===== src/rtl/tl_left_sequencer.sv =====
`default_nettype none
// ============================================================================
// Module      : tl_left_sequencer
// Description : Moore sequencer for a two-street traffic light with protected
//               left-turn phases. Steps through eight phases (A green, A
//               yellow, A left, A yellow, B green, B yellow, B left, B yellow).
//               A per-phase dwell timer enforces minimum green, maximum green
//               and fixed yellow durations.
// Revision    : 1.0 - initial release
// ----------------------------------------------------------------------------
// Ports
//   clk        in   1   rising-edge clock
//   reset      in   1   synchronous active-high reset
//   ta / tal   in   1   street A straight / left-turn traffic present
//   tb / tbl   in   1   street B straight / left-turn traffic present
//   la / lb    out  2   lamp codes: 00 green, 01 yellow, 10 left, 11 red
//   state      out  3   current phase register (S0..S7)
//   dwell      out  TW  cycles spent in current phase minus 1 (saturating)
//   phase_adv  out  1   high when the next edge moves to the next phase
// ============================================================================
module tl_left_sequencer #(
  parameter int YELLOW_CYCLES = 2,
  parameter int MIN_GREEN     = 4,
  parameter int MAX_GREEN     = 16,
  parameter int TW            = 5
) (
  input  logic          clk,
  input  logic          reset,
  input  logic          ta,
  input  logic          tal,
  input  logic          tb,
  input  logic          tbl,
  output logic [1:0]    la,
  output logic [1:0]    lb,
  output logic [2:0]    state,
  output logic [TW-1:0] dwell,
  output logic          phase_adv
);

  // Phase encoding
  localparam logic [2:0] c_S0 = 3'd0;  // A green  / B red
  localparam logic [2:0] c_S1 = 3'd1;  // A yellow / B red
  localparam logic [2:0] c_S2 = 3'd2;  // A left   / B red
  localparam logic [2:0] c_S3 = 3'd3;  // A yellow / B red
  localparam logic [2:0] c_S4 = 3'd4;  // A red    / B green
  localparam logic [2:0] c_S5 = 3'd5;  // A red    / B yellow
  localparam logic [2:0] c_S6 = 3'd6;  // A red    / B left
  localparam logic [2:0] c_S7 = 3'd7;  // A red    / B yellow

  // Lamp codes
  localparam logic [1:0] c_LAMP_GREEN  = 2'b00;
  localparam logic [1:0] c_LAMP_YELLOW = 2'b01;
  localparam logic [1:0] c_LAMP_LEFT   = 2'b10;
  localparam logic [1:0] c_LAMP_RED    = 2'b11;

  // Timer thresholds expressed as "last dwell value" of the interval
  localparam logic [TW-1:0] c_MIN_LAST = TW'(MIN_GREEN - 1);
  localparam logic [TW-1:0] c_MAX_LAST = TW'(MAX_GREEN - 1);
  localparam logic [TW-1:0] c_YEL_LAST = TW'(YELLOW_CYCLES - 1);
  localparam logic [TW-1:0] c_DWELL_SAT = {TW{1'b1}};

  logic [2:0]    state_q, state_d;
  logic [TW-1:0] dwell_q, dwell_d;
  logic          w_sensor;
  logic          w_advance;

  // Even phases are green/left phases; state[2:1] picks which sensor
  // governs the phase (ta, tal, tb, tbl in phase order).
  always_comb begin
    w_sensor = 1'b0;
    case (state_q[2:1])
      2'd0:    w_sensor = ta;
      2'd1:    w_sensor = tal;
      2'd2:    w_sensor = tb;
      default: w_sensor = tbl;
    endcase
  end

  always_comb begin
    w_advance = 1'b0;
    if (state_q[0]) begin
      // Yellow phases have a fixed length
      w_advance = (dwell_q == c_YEL_LAST);
    end else begin
      // Minimum green is honoured regardless of the sensor; after that the
      // phase ends once demand disappears or the maximum is reached.
      w_advance = (dwell_q >= c_MIN_LAST) &&
                  (!w_sensor || (dwell_q == c_MAX_LAST));
    end
  end

  always_comb begin
    state_d = state_q;
    dwell_d = dwell_q;
    if (w_advance) begin
      state_d = state_q + 3'd1;  // 3-bit wrap takes S7 back to S0
      dwell_d = '0;
    end else if (dwell_q != c_DWELL_SAT) begin
      dwell_d = dwell_q + 1'b1;
    end
  end

  always_ff @(posedge clk) begin
    if (reset) begin
      state_q <= c_S0;
      dwell_q <= '0;
    end else begin
      state_q <= state_d;
      dwell_q <= dwell_d;
    end
  end

  // Lamp decode: exactly one street is non-red in every phase
  always_comb begin
    la = c_LAMP_RED;
    lb = c_LAMP_RED;
    case (state_q)
      c_S0: begin la = c_LAMP_GREEN;  lb = c_LAMP_RED;    end
      c_S1: begin la = c_LAMP_YELLOW; lb = c_LAMP_RED;    end
      c_S2: begin la = c_LAMP_LEFT;   lb = c_LAMP_RED;    end
      c_S3: begin la = c_LAMP_YELLOW; lb = c_LAMP_RED;    end
      c_S4: begin la = c_LAMP_RED;    lb = c_LAMP_GREEN;  end
      c_S5: begin la = c_LAMP_RED;    lb = c_LAMP_YELLOW; end
      c_S6: begin la = c_LAMP_RED;    lb = c_LAMP_LEFT;   end
      c_S7: begin la = c_LAMP_RED;    lb = c_LAMP_YELLOW; end
      default: begin la = c_LAMP_RED; lb = c_LAMP_RED;    end
    endcase
  end

  assign state     = state_q;
  assign dwell     = dwell_q;
  assign phase_adv = w_advance;

endmodule
`default_nettype wire


===== config.mk =====
export PLATFORM = sky130hd
export DESIGN_NAME = tl_left_sequencer
export DESIGN_NICKNAME = d
export VERILOG_FILES = /design/src/rtl/tl_left_sequencer.sv
export SDC_FILE = /design/constraint.sdc
export NUM_CORES = 1
export LEC_CHECK = 0
export CORE_MARGIN = 2
export CORE_UTILIZATION = 44
export CTS_CLUSTER_DIAMETER = 120
export DETAILED_ROUTE_END_ITERATION = 16
export PLACE_DENSITY = 0.8
export SYNTH_ARGS = -nofsm -noshare
export SYNTH_HDL_FRONTEND = slang
export SYNTH_SLANG_ARGS = --single-unit
export TNS_END_PERCENT = 1

===== constraint.sdc =====
create_clock -name clk -period 2.65 [get_ports clk]
set_clock_uncertainty 0.1 [all_clocks]
set_input_delay 0.53 -clock clk [delete_from_list [all_inputs] [get_ports clk]]
set_output_delay 0.53 -clock clk [all_outputs]
set_load 0.01 [all_outputs]

# Word level (Yosys, flattened, before mapping)
# Memory sizes are Yosys's and may differ from the RTL's. A register that Yosys moved wholly into a read port is not among the register bits.
# Cells that the tools add are included.
[classes] add_sub_neg=2 order_cmp=1 eq_ne=5 muxes=4 n_reduce_logical=5
[ops] op="$mux 3" count=2
[ops] op="$add 5x1->5 const B" count=1
[ops] op="$eq 5x1->1 const B" count=1
[ops] op="$eq 5x4->1 const B" count=1
[ops] op="$ge 5x2->1 const B" count=1
[ops] op="$ne 5x5->1 const B" count=1
[ops] op="$add 3x1->3 const B" count=1
[ops] op="$pmux 1 s3" count=1
[ops] op="$eq 2x1->1 const B" count=1
[ops] op="$eq 2x2->1 const B" count=1
[ops] op="$logic_not 2->1" count=1
[ops] op="$reduce_or 2->1" count=1
[ops] op="$logic_and 1x1->1" count=1
[ops] op="$logic_not 1->1" count=1
[ops] op="$logic_or 1x1->1" count=1
[ops] op="$mux 1" count=1
[word_totals] regBits=8 rom_bits=32 in_bits=6 output_inout_bits=13 memories=1
[memory_table] memory="(no name shown)" depth=8 width=4 rd=1 rd_clocked_by_memory_dff=1 write_ports=0 line="117" source="case (state_q)"

# Depth between registers and ports, before layout
# Gate-level depths: netlist of the first run.
[depth] ltp_word=8 depth_mapped=8

# Least setup slack after synthesis of the first run
# OpenSTA, ideal clock, no wires.
[synth_timing] kind="reg2reg" startpoint="register dwell_q[0] (netlist: dwell[0])" endpoint="register la[0] (netlist name)" setup_time_ps=120 arrival_ps=1973 required_time_ps=2430 slack_ps=457 path_stages_with_launch=9 n_path_buf=0 period_less_slack_ps=2193 cell_sequence="dfxtp_1 -> ha_1 -> and3_1 -> ha_1 -> nor2b_1 -> a22oi_4 -> a22oi_2 -> mux2_4 -> or2_1"
[synth_between] elab_chain_cells=6
[synth_lines] item="start, declared" line="63" source="logic [TW-1:0] dwell_q, dwell_d;"
[synth_lines] item="start signal, assigned" line="109" source="dwell_q <= dwell_d;"
[synth_lines] item="branches (longest 3 deep; another with $ge 5x2->1)"
[synth_lines] item="$mux 1 *" line="81" source="if (state_q[0]) begin"
[synth_lines] item="$mux 3 (no source line) * (2 in a row)"
# Mark *: on every way between the ends.
# A chain may end at the register's enable or synchronous reset.

# Worst setup path in the final report of the first run
[layout_timing] startpoint="register dwell_q[0] (netlist: dwell[0])" endpoint="output phase_adv"
[layout_between] elab_chain_cells=4
[layout_lines] item="branches (longest 3 deep; another with $ge 5x2->1)"
[layout_lines] item="$mux 1 *" line="81"
[layout_lines] item="end, declared" line="37" source="output logic phase_adv"
# Marked as above.

==> reports/results.tsv, run 1 <==
metric	value	unit
Post-Synthesis Cells	68	
CP arrival	1.88	ns
Inserted Diodes	0	
worst path bufs/invs	1	
Die Ht	42.2	µm
Max Clock Freq	0.398	GHz
crit-path cells	ha_2, and3_1, ha_1, nor2b_2, a22oi_4, nand2_1, nand2_1, dlygate4sd2_1	
DRT iter0 DRCs	8	
Crit Path Class	flop to output pin	
drt drc	0	
Hold Crit Class	flop to flop	
switching pwr	152	µW
Slew @ Worst Pin	0.303	ns
Layout Cells excl Fill	108	
core footprint	1330	µm²
post-CTS setup buffers	0	
clock root buffer	clkbuf_4	
initial antenna violation count	0	
Sw Ratio	0.295	
FF+latch count, synth	12	
Boundary Pins	19	
DR WL/cell	12.2	µm
Max-Cap Viols	0	
Leak Pwr	0.000386	µW
post-synthesis sequential area ratio	0.375	
min Tclk post-route	2.51	ns
Critical Path Source Type	flop	
CP delay by family, top	simple AND/OR/NAND/NOR gates	
Max FO, Critical Path	4	
Syn Nets	79	
synthesized cell area	641	µm²
Sinks on Clock Net	12	
worst skew pair latency	0.27	ns
CP Data Required Time	2.02	ns
Starting Density	0.480	
Placed Area	862	µm²
largest net degree at the start of global routing	9	
Critical Path Sink Type	output pin	
outcome	finished, final reports clean	
CP dominant cell by count	nand2_1	
routability cong.	0.747	
clock share of power	0.286	
Pre-Repair DR Iteration Count	4	
TritonCTS buffer count	3	
slowest cell on the critical path	dfxtp_1	
Tcrit/Tclk final	0.948	
vias in the first global route	500	
Seq pwr share	0.407	
final hold vios	0	
final instance area	902	µm²
Cell Count Post-Placement	104	
unrepaired setup endpoints after global routing	no	
Comb power frac	0.307	
first-pass GRT wire length	2100	µm
synth warn	0	
Die X	42.2	µm
Slew Viols, Final	0	
PortBufs	18	
max incr delay on CP	0.32	ns
Finish-stage setup viols	0	
Clock Path Buffers	2	
GRT Total Usage	0.153	
ANT nets after route	0	
Worst-path clk slew	0.08	ns
vias per cell	5.27	
Area Overhead vs Synth	40.8	%
Layout Nets	105	
CTS H-tree lvls	1	
peak supply drop	0.389	mV
CTS tree	done	
relative slew slack	0.797	
fill count	114	
Synth cell types	28	
grt ovf	0	
FP Rows	13	
fraction of layout cells with a size suffix above 1	0.172	
Internal	363	µW
Syn Area/Cell	9.42	µm²
hpwl dp	992	µm
via count	569	
Die Area	1780	µm²
PwrDens	571	nW/µm²
WL final	1310	µm
Core Util, Final	0.676	
==> worst register-to-register path, cell delays in order, from the launching register on <==
cell and delay, ns:
dfxtp_1 0.32, ha_2 0.20, and3_1 0.20, ha_1 0.21
nor2b_2 0.16, a22oi_4 0.09, buf_4 0.16, a22oi_2 0.14
mux2_4 0.34, or2_1 0.22
==> cell type report <==
class | count | area, µm² | share of cell area
Tap cell | 15 | 18.8 | 0.0208
Clock buffer | 4 | 36.3 | 0.0402
Timing Repair Buffer | 21 | 201 | 0.223
Sequential cell | 12 | 240 | 0.266
Multi-Input combinational cell | 53 | 394 | 0.437
Inverter | 3 | 11.3 | 0.0125
==> sequential cells by signal, summed over array words and instances (netlist names) <==
signal / flops
lb: 2
dwell: 5
la: 2
state: 3
==> path summary, 6_finish.rpt <==
path / start / endpoint / slack (ns) / cells past startpoint
worst max register to register: dwell[0] / la[0] / 0.40 / 9
worst min register to register: dwell[3] / dwell[3] / 0.49 / 2
worst min-delay path: dwell[3] / dwell[3] / 0.49 / 2
worst max-delay path: dwell[0] / phase_adv / 0.14 / 8
==> repair_timing <==
| item | CTS | global route |
|---|---|---|
| setup endpoints to repair | 1 | 0 |
| resized for setup | 3 | 0 |
| hold buffers | 0 | 0 |
==> layout by cell type, fill, tap and decap left out, types with 3 or more instances in the layout <==
cell type        count
clkdlybuf4s50_1     17
dfxtp_1             12
nor2_1              10
a21oi_1              5
nand2_1              4
ha_1                 4
inv_1                3
nand3_1              3
clkbuf_4             3
buf_4                3
==> power by group through the flow <==
| stage | combinational (µW) | clock, µW | sequential, µW |
|---|---|---|---|
| final | 158 | 147 | 209 |
| after global routing | 175 | 156 | 212 |
| after CTS | 160 | 148 | 209 |
| after detailed placement | 160 | 0 | 213 |
| after global placement | 156 | 0 | 212 |
| after floorplan | 71.4 | 0 | 227 |
==> stage by stage <==
| stage | setup TNS (ns) | hold slack, ns | setup WS [ns] | power [µW] |
|---|---|---|---|---|
| after floorplan | 0 | 0.490 | 0.457 | 298 |
| after global placement | -0.0732 | 0.461 | -0.0732 | 368 |
| after detailed placement | -0.0869 | 0.479 | -0.0869 | 373 |
| after CTS | 0 | 0.495 | 0.122 | 518 |
| after global routing | 0 | 0.528 | 0.0363 | 543 |
| final | 0 | 0.492 | 0.137 | 515 |
==> routing by layer <==
layer / vias up / share of wire / GRT usage
li1: 287 / - / -
met1: 267 / 0.44 / 0.197
met2: 13 / 0.50 / 0.259
met3: 2 / 0.046 / 0.0216
met4: 0 / 0.011 / 0.0563
met5: - / 0 / 0
==> Yosys cell counts (all sizes together) <==
| master | instances | area share |
|---|---|---|
| a211oi | 1 | 0.012 |
| a21oi | 5 | 0.039 |
| a22oi | 2 | 0.053 |
| and3 | 2 | 0.020 |
| and4b | 1 | 0.016 |
| dfxtp | 12 | 0.37 |
| ha | 5 | 0.098 |
| inv | 3 | 0.018 |
| mux2 | 3 | 0.064 |
| nand2 | 4 | 0.023 |
| nand2b | 1 | 0.0098 |
| nand3 | 3 | 0.023 |
| nand3b | 1 | 0.012 |
| nand4b | 1 | 0.014 |
| nor2 | 10 | 0.059 |
| nor2b | 3 | 0.029 |
| nor3 | 1 | 0.016 |
| nor3b | 1 | 0.012 |
| o2111a | 1 | 0.018 |
| o21ai | 1 | 0.0078 |
| o21bai | 1 | 0.012 |
| or2 | 2 | 0.020 |
| or2b | 1 | 0.012 |
| xnor2 | 1 | 0.014 |
| xor2 | 2 | 0.027 |
==> cells by family after synthesis <==
| kind of cell | count (synthesis) | share of synthesized area |
|---|---|---|
| AND/OR/NAND/NOR | 31 | 0.264 |
| flip-flops | 12 | 0.375 |
| AO/OA/AOI/OAI | 11 | 0.141 |
| adder cells (fa/ha/maj) | 5 | 0.0977 |
| XOR/XNOR | 3 | 0.0410 |
| buffers and inverters | 3 | 0.0176 |
| multiplexers | 3 | 0.0645 |
Note: power is estimated with default switching activity, not from simulation.
==> run 2: changes to the inputs <==
--- a/config.mk
+++ b/config.mk
@@ -5,7 +5,7 @@
 export SDC_FILE = /design/constraint.sdc
 export NUM_CORES = 1
 export LEC_CHECK = 0
-export CORE_MARGIN = 2
+export CORE_MARGIN = 1
 export CORE_UTILIZATION = 44
 export CTS_CLUSTER_DIAMETER = 120
 export DETAILED_ROUTE_END_ITERATION = 16
==> run 2 against run 1 <==
Against the previous run: total power decreased by 0.17%; final area up 0.28%; first-iteration DRC count decreased by 13%; global-route usage up 4.4 points; critical path depth did not move; combinational power barely moved; critical path type unchanged.
==> reports/results.tsv, run 2 (synthesized netlist as in run 1, its figures left out) <==
metric	value	unit	change
Pre-Repair DR Iteration Count	4		unchanged
Hold Crit Class	flop to flop		
fraction of layout cells with a size suffix above 1	0.183		+0.0108
Tcrit/Tclk final	0.939		-0.00929
DP Worst Slack	-0.0778	ns	+0.00906 ns
Critical Path Sink Type	output pin		
Clock Path Buffers	2		unchanged
CP Data Required Time	2.02	ns	about the same
ANT nets after route	0		unchanged
Leak Pwr	0.000385	µW	-0.30%
CTS H-tree lvls	1		unchanged
Area Overhead vs Synth	41.2	%	
Max Clock Freq	0.402	GHz	+0.99%
GRT Total Usage	0.198		+0.0444
PortBufs	18		unchanged
routability cong.	0.794		+6.3%
Worst-path clk slew	0.08	ns	about the same
FP Rows	13		unchanged
Layout Nets	105		unchanged
Crit Path Class	flop to output pin		
Core Util, Final	0.678		+0.00188
Die X	40.2	µm	-4.7%
via count	545		-4.2%
unrepaired setup endpoints after global routing	no		
Inserted Diodes	0		unchanged
Boundary Pins	19		unchanged
Die Ht	40.2	µm	-4.7%
Largest register FFs	5		unchanged
CP arrival	1.86	ns	-0.02 ns
outcome	finished, final reports clean		
R2R Setup Slk	0.42	ns	+0.02 ns
vias in the first global route	472		-5.6%
Max-Cap Viols	0		unchanged
relative slew slack	0.802		+0.00572
PwrDens	568	nW/µm²	-0.45%
Setup TNS Final	0	ns	unchanged
initial antenna violation count	0		unchanged
peak supply drop	0.370	mV	-4.9%
hold_buf cts	0		unchanged
grt ovf	0		unchanged
Max FO, Critical Path	4		unchanged
CTS tree	done		
Slew Viols, Final	0		unchanged
DR WL/cell	11.8	µm	-3.3%
WL final	1270	µm	-3.3%
min Tclk post-route	2.49	ns	-0.0246 ns
hpwl dp	931	µm	-6.1%
Final WS setup	0.162	ns	+0.0246 ns
first-pass GRT wire length	2020	µm	-3.6%
final hold vios	0		unchanged
Die Area	1610	µm²	-9.3%
vias per cell	5.05		-4.2%
DRT iter0 DRCs	7		-1
largest net degree at the start of global routing	9		unchanged
Starting Density	0.480		unchanged
worst skew pair latency	0.28	ns	about the same
Critical Path Source Type	flop		
clock root buffer	clkbuf_4		
Sinks on Clock Net	12		unchanged
drt drc	0		unchanged
most common cell after layout, fill and taps aside	clkdlybuf4s50_1		
Finish-stage setup viols	0		unchanged
post-CTS setup buffers	0		unchanged
Slew @ Worst Pin	0.295	ns	-0.00854 ns
commonest cells after routing, fill and taps aside	clkdlybuf4s50_1 (17), dfxtp_1 (12), nor2_1 (10)		
TritonCTS buffer count	3		unchanged
core footprint	1330	µm²	unchanged
[run 2: layout make-up]
cell class | count | area (µm²)
well taps | 15 | 18.8
multi-input cells | 53 | 397
clock buffers | 4 | 36.3
inverters | 3 | 11.3
flip-flops and latches | 12 | 240
repair buffers | 21 | 201
fillers | 105 | 429
[run 2: timing repair]
item | CTS | global route
setup endpoints to repair | 1 | 0
endpoints found under the hold margin | 0 | 0
resized for setup | 4 | 0
[run 2: worst max-delay path: stages, from the launching register on]
cell,delay (ns)
dfxtp_1,0.34
ha_2,0.20
and3_1,0.19
ha_2,0.20
nor2b_2,0.06
a22oi_4,0.16
nand2_1,0.08
nand2_1,0.07
dlygate4sd2_1,0.27
[run 2: path summary, 6_finish.rpt]
check,start,to,cells past startpoint
max reg2reg,dwell[0],la[0],9
max,dwell[0],phase_adv,8
min,dwell[3],dwell[3],2
min reg2reg,dwell[3],dwell[3],2
[run 2: routing by layer]
metal	global-route usage	vias up	part of all wire
met3	0.0333	4	0.027
li1	-	287	-
met1	0.263	241	0.51
met4	0.155	0	0.030
met5	0	-	0
met2	0.278	13	0.43
[run 2: report_power, final]
| part | internal, µW | leakage [µW] | switching, µW | total [µW] |
|---|---|---|---|---|
| registers | 196 | 0.0000975 | 13.2 | 209 |
| clock network | 83.5 | 0.0000210 | 65.6 | 149 |
| logic | 82.9 | 0.000267 | 72.9 | 156 |
[run 2: through the flow]
| step | hold WS, ns | power [µW] | area [µm²] | cells |
|---|---|---|---|---|
| global placement | 0.459 | 368 | 862 | 104 |
| floorplan | 0.490 | 298 | 641 | 68 |
| CTS | 0.487 | 518 | 905 | 108 |
| detailed placement | 0.471 | 371 | 862 | 104 |
| global route | 0.534 | 548 | 905 | 108 |
| finish | 0.490 | 514 | 905 | 108 |
==> patch 1, RTL diff (config.mk and constraints of run 1) <==
Make the reset (`reset`) asynchronous in one clocked block. Comments in the files are not updated.
--- a/src/rtl/tl_left_sequencer.sv
+++ b/src/rtl/tl_left_sequencer.sv
@@ -100,7 +100,7 @@
     end
   end
 
-  always_ff @(posedge clk) begin
+  always_ff @(posedge clk or posedge reset) begin
     if (reset) begin
       state_q <= c_S0;
       dwell_q <= '0;
Behaviour: differs if reset is asserted again (counterexample within 4 cycles, from zero or initial values and one cycle with reset high); with reset held inactive, the same outputs for 10 cycles.
==> patch 1 against run 1 <==
  * Non-clock buffer count is 7 higher
  * Worst setup slack improved by 19 ps
  * Synthesized area down 6.8%
  * Sequential cell count is 4 lower
  * Utilization up 3.0 points
  * Final area is 0.55% higher
  * Die area decreased by 6.2%
  * Wire length rose by 22%
  * First-iteration DRC count up 50%
  * Critical path type unchanged
Power is not compared: it rests on default switching activity, and its combinational part moved more than twofold at a synthesized area within 25%.
==> patch 1: results (changes against run 1) <==
status=completed (unchanged); Global Route met2 Usage=37.5% (was 25.9%); sequential area share after synthesis=33.5% (was 37.5%); post-synth cell types=26 (was 28); Post-CTS Resized=5 (was 3); commonest cells in the netlist=dfrtp_1 (8), inv_1 (7), nor2_1 (7) (was dfxtp_1 (12), nor2_1 (10), a21oi_1 (5), ha_1 (5), nand2_1 (4)); gpl congestion=0.750 (was 0.747); M3 GR Usage=8.15% (was 2.16%); Crit path largest cell delay=380 ps (was 320 ps); H-tree depth=1 (unchanged); area of placed instances=860 um^2 (was 862 um^2); met2 wire length=782 um (was 658 um); FILL cells=98 (was 114); ys async rst share=100% (was 0%); flip-flop and latch count=8 (was 12); Slew headroom=77.0% (was 79.7%); Total Routing Usage GR=24.4% (was 15.3%); largest net degree at the start of global routing=11 (was 9); class of the worst hold path=input pin to asynchronous set/reset pin (was flip-flop to flip-flop); mux cell area share after synthesis=6.71% (was 6.45%); post-synth top area share=33.5% (was 37.5%); TritonRoute pass-1 iters=3 (was 4); grt met1 use=27.9% (was 19.7%); multi-input combinational cell area=389 um^2 (was 394 um^2); Synth area leaders=dfrtp_1 (34%), ha_1 (13%), mux2i_1 (6.7%) (was dfxtp_1 (38%), ha_1 (9.8%), nor2_1 (5.9%)); worst-path fanout max=3 (was 4); Non-clock buffering overhead=27.6% (was 22.3%); HPWL Detailed=1190 um (was 992 um); Post-Layout Inst Area=907 um^2 (was 902 um^2); Syn Nets=72 (was 79); post-synthesis adder-cell area fraction=12.6% (was 9.77%); Yosys warnings=0 (unchanged); #MultiIn Comb=44 (was 53); Clock-cell share=2.48% (was 4.02%); share of layout cells above drive strength 1=30.0% (was 17.2%); Seq/total area=22.1% (was 26.6%); DRT iter0 DRCs=12 (was 8); XOR/XNOR share of the synthesized area=4.40% (was 4.10%); Layout Nets=104 (was 105); Via density=5.19 (was 5.27); Compound-Gate Fraction of Synth Area=14.0% (was 14.1%); Critical Path Slowest Stage Cell=dfrtp_1 (was dfxtp_1); Buffers, non-clock=28 (was 21); post-CTS setup buffers=1 (was 0); clock latency on the worst-skew pair=260 ps; number of global-route vias before repair=546 (was 500); WL met1=684 um (was 581 um); ant diodes=0 (unchanged); final-layout clock buffer total=3 (was 4)
-- patch 1: cell types whose count changed after synthesis, sizes merged, moves of 3 or more --
cell,delta
nand3,-3
dfrtp,+8
nor2,-3
dfxtp,-12
mux2i,+4
mux2,-3
inv,+4
-- patch 1: through the flow --
| step | total power, mW | TNS [ps] | std cells | worst slack (ps) |
|---|---|---|---|---|
| after floorplan | 0.659 | 0 | 60 | 298 |
| after global placement | 1.01 | -27.4 | 101 | -27.4 |
| after detailed placement | 1.04 | -22.3 | 101 | -22.3 |
| after CTS | 1.17 | 0 | 105 | 7.85 |
| after global routing | 1.27 | 0 | 105 | 87.2 |
| final | 1.18 | 0 | 105 | 156 |
-- patch 1: final timing paths --
path,start,endpoint,slack (ps),cells past startpoint
max in group asynchronous,reset,dwell[2],1790,2
worst min register to register,state[0],state[0],510,2
worst min-delay path,reset,dwell[4],420,2
min in group clk,state[0],state[0],510,2
worst max register to register,dwell[0],state[2],500,9
worst max-delay path,dwell[0],phase_adv,160,7
==> patch 2, RTL diff (config.mk and constraints of run 1) <==
Without the edit above. `MAX_GREEN`: 16 -> 12.
--- a/src/rtl/tl_left_sequencer.sv
+++ b/src/rtl/tl_left_sequencer.sv
@@ -21,7 +21,7 @@
 module tl_left_sequencer #(
   parameter int YELLOW_CYCLES = 2,
   parameter int MIN_GREEN     = 4,
-  parameter int MAX_GREEN     = 16,
+  parameter int MAX_GREEN     = 12,
   parameter int TW            = 5
 ) (
   input  logic          clk,
Function: no difference found for any inputs over 10 cycles, from zero or initial values and one cycle with reset high; that may be too few to reach the edited logic, so the function may still have changed.
==> patch 2 against run 1 <==
  * Global-route usage fell by 1.2 points
  * Sequential cell count did not move
  * Non-clock buffer count rose by 1
  * Final area decreased by 2.9%
  * Total power up 6.4%
  * Synthesized cell count is 21% lower
  * Critical endpoint unchanged
  * Sequential power grew 4%
  * Synthesized area decreased by 3.9%
  * Worst setup slack got worse by 30 ps
  * Wire length is 15% lower
==> patch 2: results (changes against run 1) <==
status=completed (unchanged); HPWL Detailed=834 um (was 992 um); Layout Nets=91 (was 105); DRT iter0 DRCs=3 (was 8); first-pass GRT wire length=1900 um (was 2100 um); Synth area leaders=dfxtp_1 (39%), ha_1 (8.1%), nor4b_4 (7.7%) (was dfxtp_1 (38%), ha_1 (9.8%), nor2_1 (5.9%)); ys async rst share=0% (unchanged); Leak=0.375 nW (was 0.386 nW); synthesized instance count=54 (was 68); Crit path arrival time=1910 ps (was 1880 ps); hold endpoint=dwell[1] (was dwell[3]); Slew Limit Fails=0 (unchanged); Via Count=474 (was 569); R2R depth=6 (was 9); clock transition at the registers of the reported paths=70 ps; TritonCTS buffer count=3 (unchanged); clk buf depth=2 (unchanged); max reg flops=5 (unchanged); number of global-route vias before repair=439 (was 500); H-tree depth=1 (unchanged); TritonRoute pass-1 iters=2 (was 4); hold wc startpoint=dwell[1] (was dwell[3]); sequential area share after synthesis=39.0% (was 37.5%); post-placement cell count=90 (was 104); endpoints failing setup=0 (unchanged); Slew headroom=70.2% (was 79.7%); post-synth cell types=26 (was 28); PortBufs=18 (unchanged); Yosys warnings=0 (unchanged); ant diodes=0 (unchanged); maximum vdd drop=351 uV (was 389 uV); commonest cells in the netlist=dfxtp_1 (12), nor2_1 (8), ha_1 (4) (was dfxtp_1 (12), nor2_1 (10), a21oi_1 (5), ha_1 (5), nand2_1 (4)); R2R setup slack=350 ps (was 400 ps); gpl congestion=0.720 (was 0.747); Cell Count, Final, Fillers Out=95 (was 108); worst-path fanout max=3 (was 4); share of layout cells above drive strength 1=25.0% (was 17.2%); average routed wire per standard cell=11.8 um (was 12.2 um); reg-to-reg startpoint=state[1] (was dwell[0]); Total Routing Usage GR=14.1% (was 15.3%); largest net degree at the start of global routing=8 (was 9); class of the worst hold path=flip-flop to flip-flop (unchanged); FILL cells=107 (was 114); Syn Nets=64 (was 79); Pint=0.382 mW (was 0.363 mW); DRC viols=0 (unchanged); initial antenna violation count=0 (unchanged); clock latency on the worst-skew pair=270 ps (about the same)
==> patch 2: cells by family after synthesis <==
| family | synth area share (%) |
|---|---|
| and+or+nand+nor | 30.3 |
| DFF | 39.0 |
| AOI/OAI and AO/OA | 7.72 |
| muxes | 9.35 |
| adders and majority gates | 8.13 |
| xor gates and xnor gates | 4.27 |
| buffers and inverters | 1.22 |
==> patch 2: worst max-delay path by stage <==
| stage | start | end | cells after the start |
|---|---|---|---|
| 6_report | ta | phase_adv | 5 |
| 5_1_grt | tbl | phase_adv | 5 |
| 4_1_cts | ta | phase_adv | 5 |
| 3_5_place_dp | tbl | phase_adv | 5 |
| 3_3_place_gp | ta | phase_adv | 5 |
| 2_1_floorplan | tbl | la[0] | 5 |
==> patch 2: per-stage QoR <==
| stage | instance area [um^2] | worst slack (ps) | hold WS (ps) |
|---|---|---|---|
| 2_1_floorplan | 616 | 448 | 462 |
| 3_3_place_gp | 837 | -309 | 440 |
| 3_5_place_dp | 837 | -333 | 457 |
| 4_1_cts | 875 | 39.3 | 470 |
| 5_1_grt | 876 | 57.0 | 488 |
| 6_report | 876 | 107 | 464 |
==> patch 2: what timing repair did <==
| item | CTS | global route |
|---|---|---|
| resized for setup | 3 | 1 |
| pin swaps | 1 | 1 |
| endpoints found under the setup margin | 1 | 1 |
| setup buffers | 0 | 1 |
==> patch 2: layout make-up <==
cell class | instances | area, um^2 | share of cell area (%)
well taps | 15 | 18.8 | 2.14
repair buffers | 22 | 205 | 23.4
multi-input cells | 40 | 368 | 42.0
inverters | 2 | 7.51 | 0.857
clock buffers | 4 | 36.3 | 4.14
flip-flops and latches | 12 | 240 | 27.4
==> patch 2: power by group through the flow <==
stage | Sequential (mW) | Clock, mW | Combinational (mW)
after CTS | 0.218 | 0.147 | 0.184
after global placement | 0.222 | 0 | 0.176
after detailed placement | 0.223 | 0 | 0.181
after global routing | 0.222 | 0.154 | 0.200
final | 0.218 | 0.146 | 0.184
after floorplan | 0.228 | 0 | 0.103
==> patch 2: metal layers <==
metal / global-route usage, % / up-vias / share of wire [%]
met3: 4.35 / 2 / 5.3
met1: 17.7 / 218 / 48
li1: - / 240 / -
met5: 0 / - / 0
met2: 21.6 / 14 / 45
met4: 7.74 / 0 / 0.72
==> patch 2: critical path: stages <==
cell	delay, ps
clkdlybuf4s50_1	410
mux4_2	460
o311a_4	160
nor3_4	190
buf_2	160
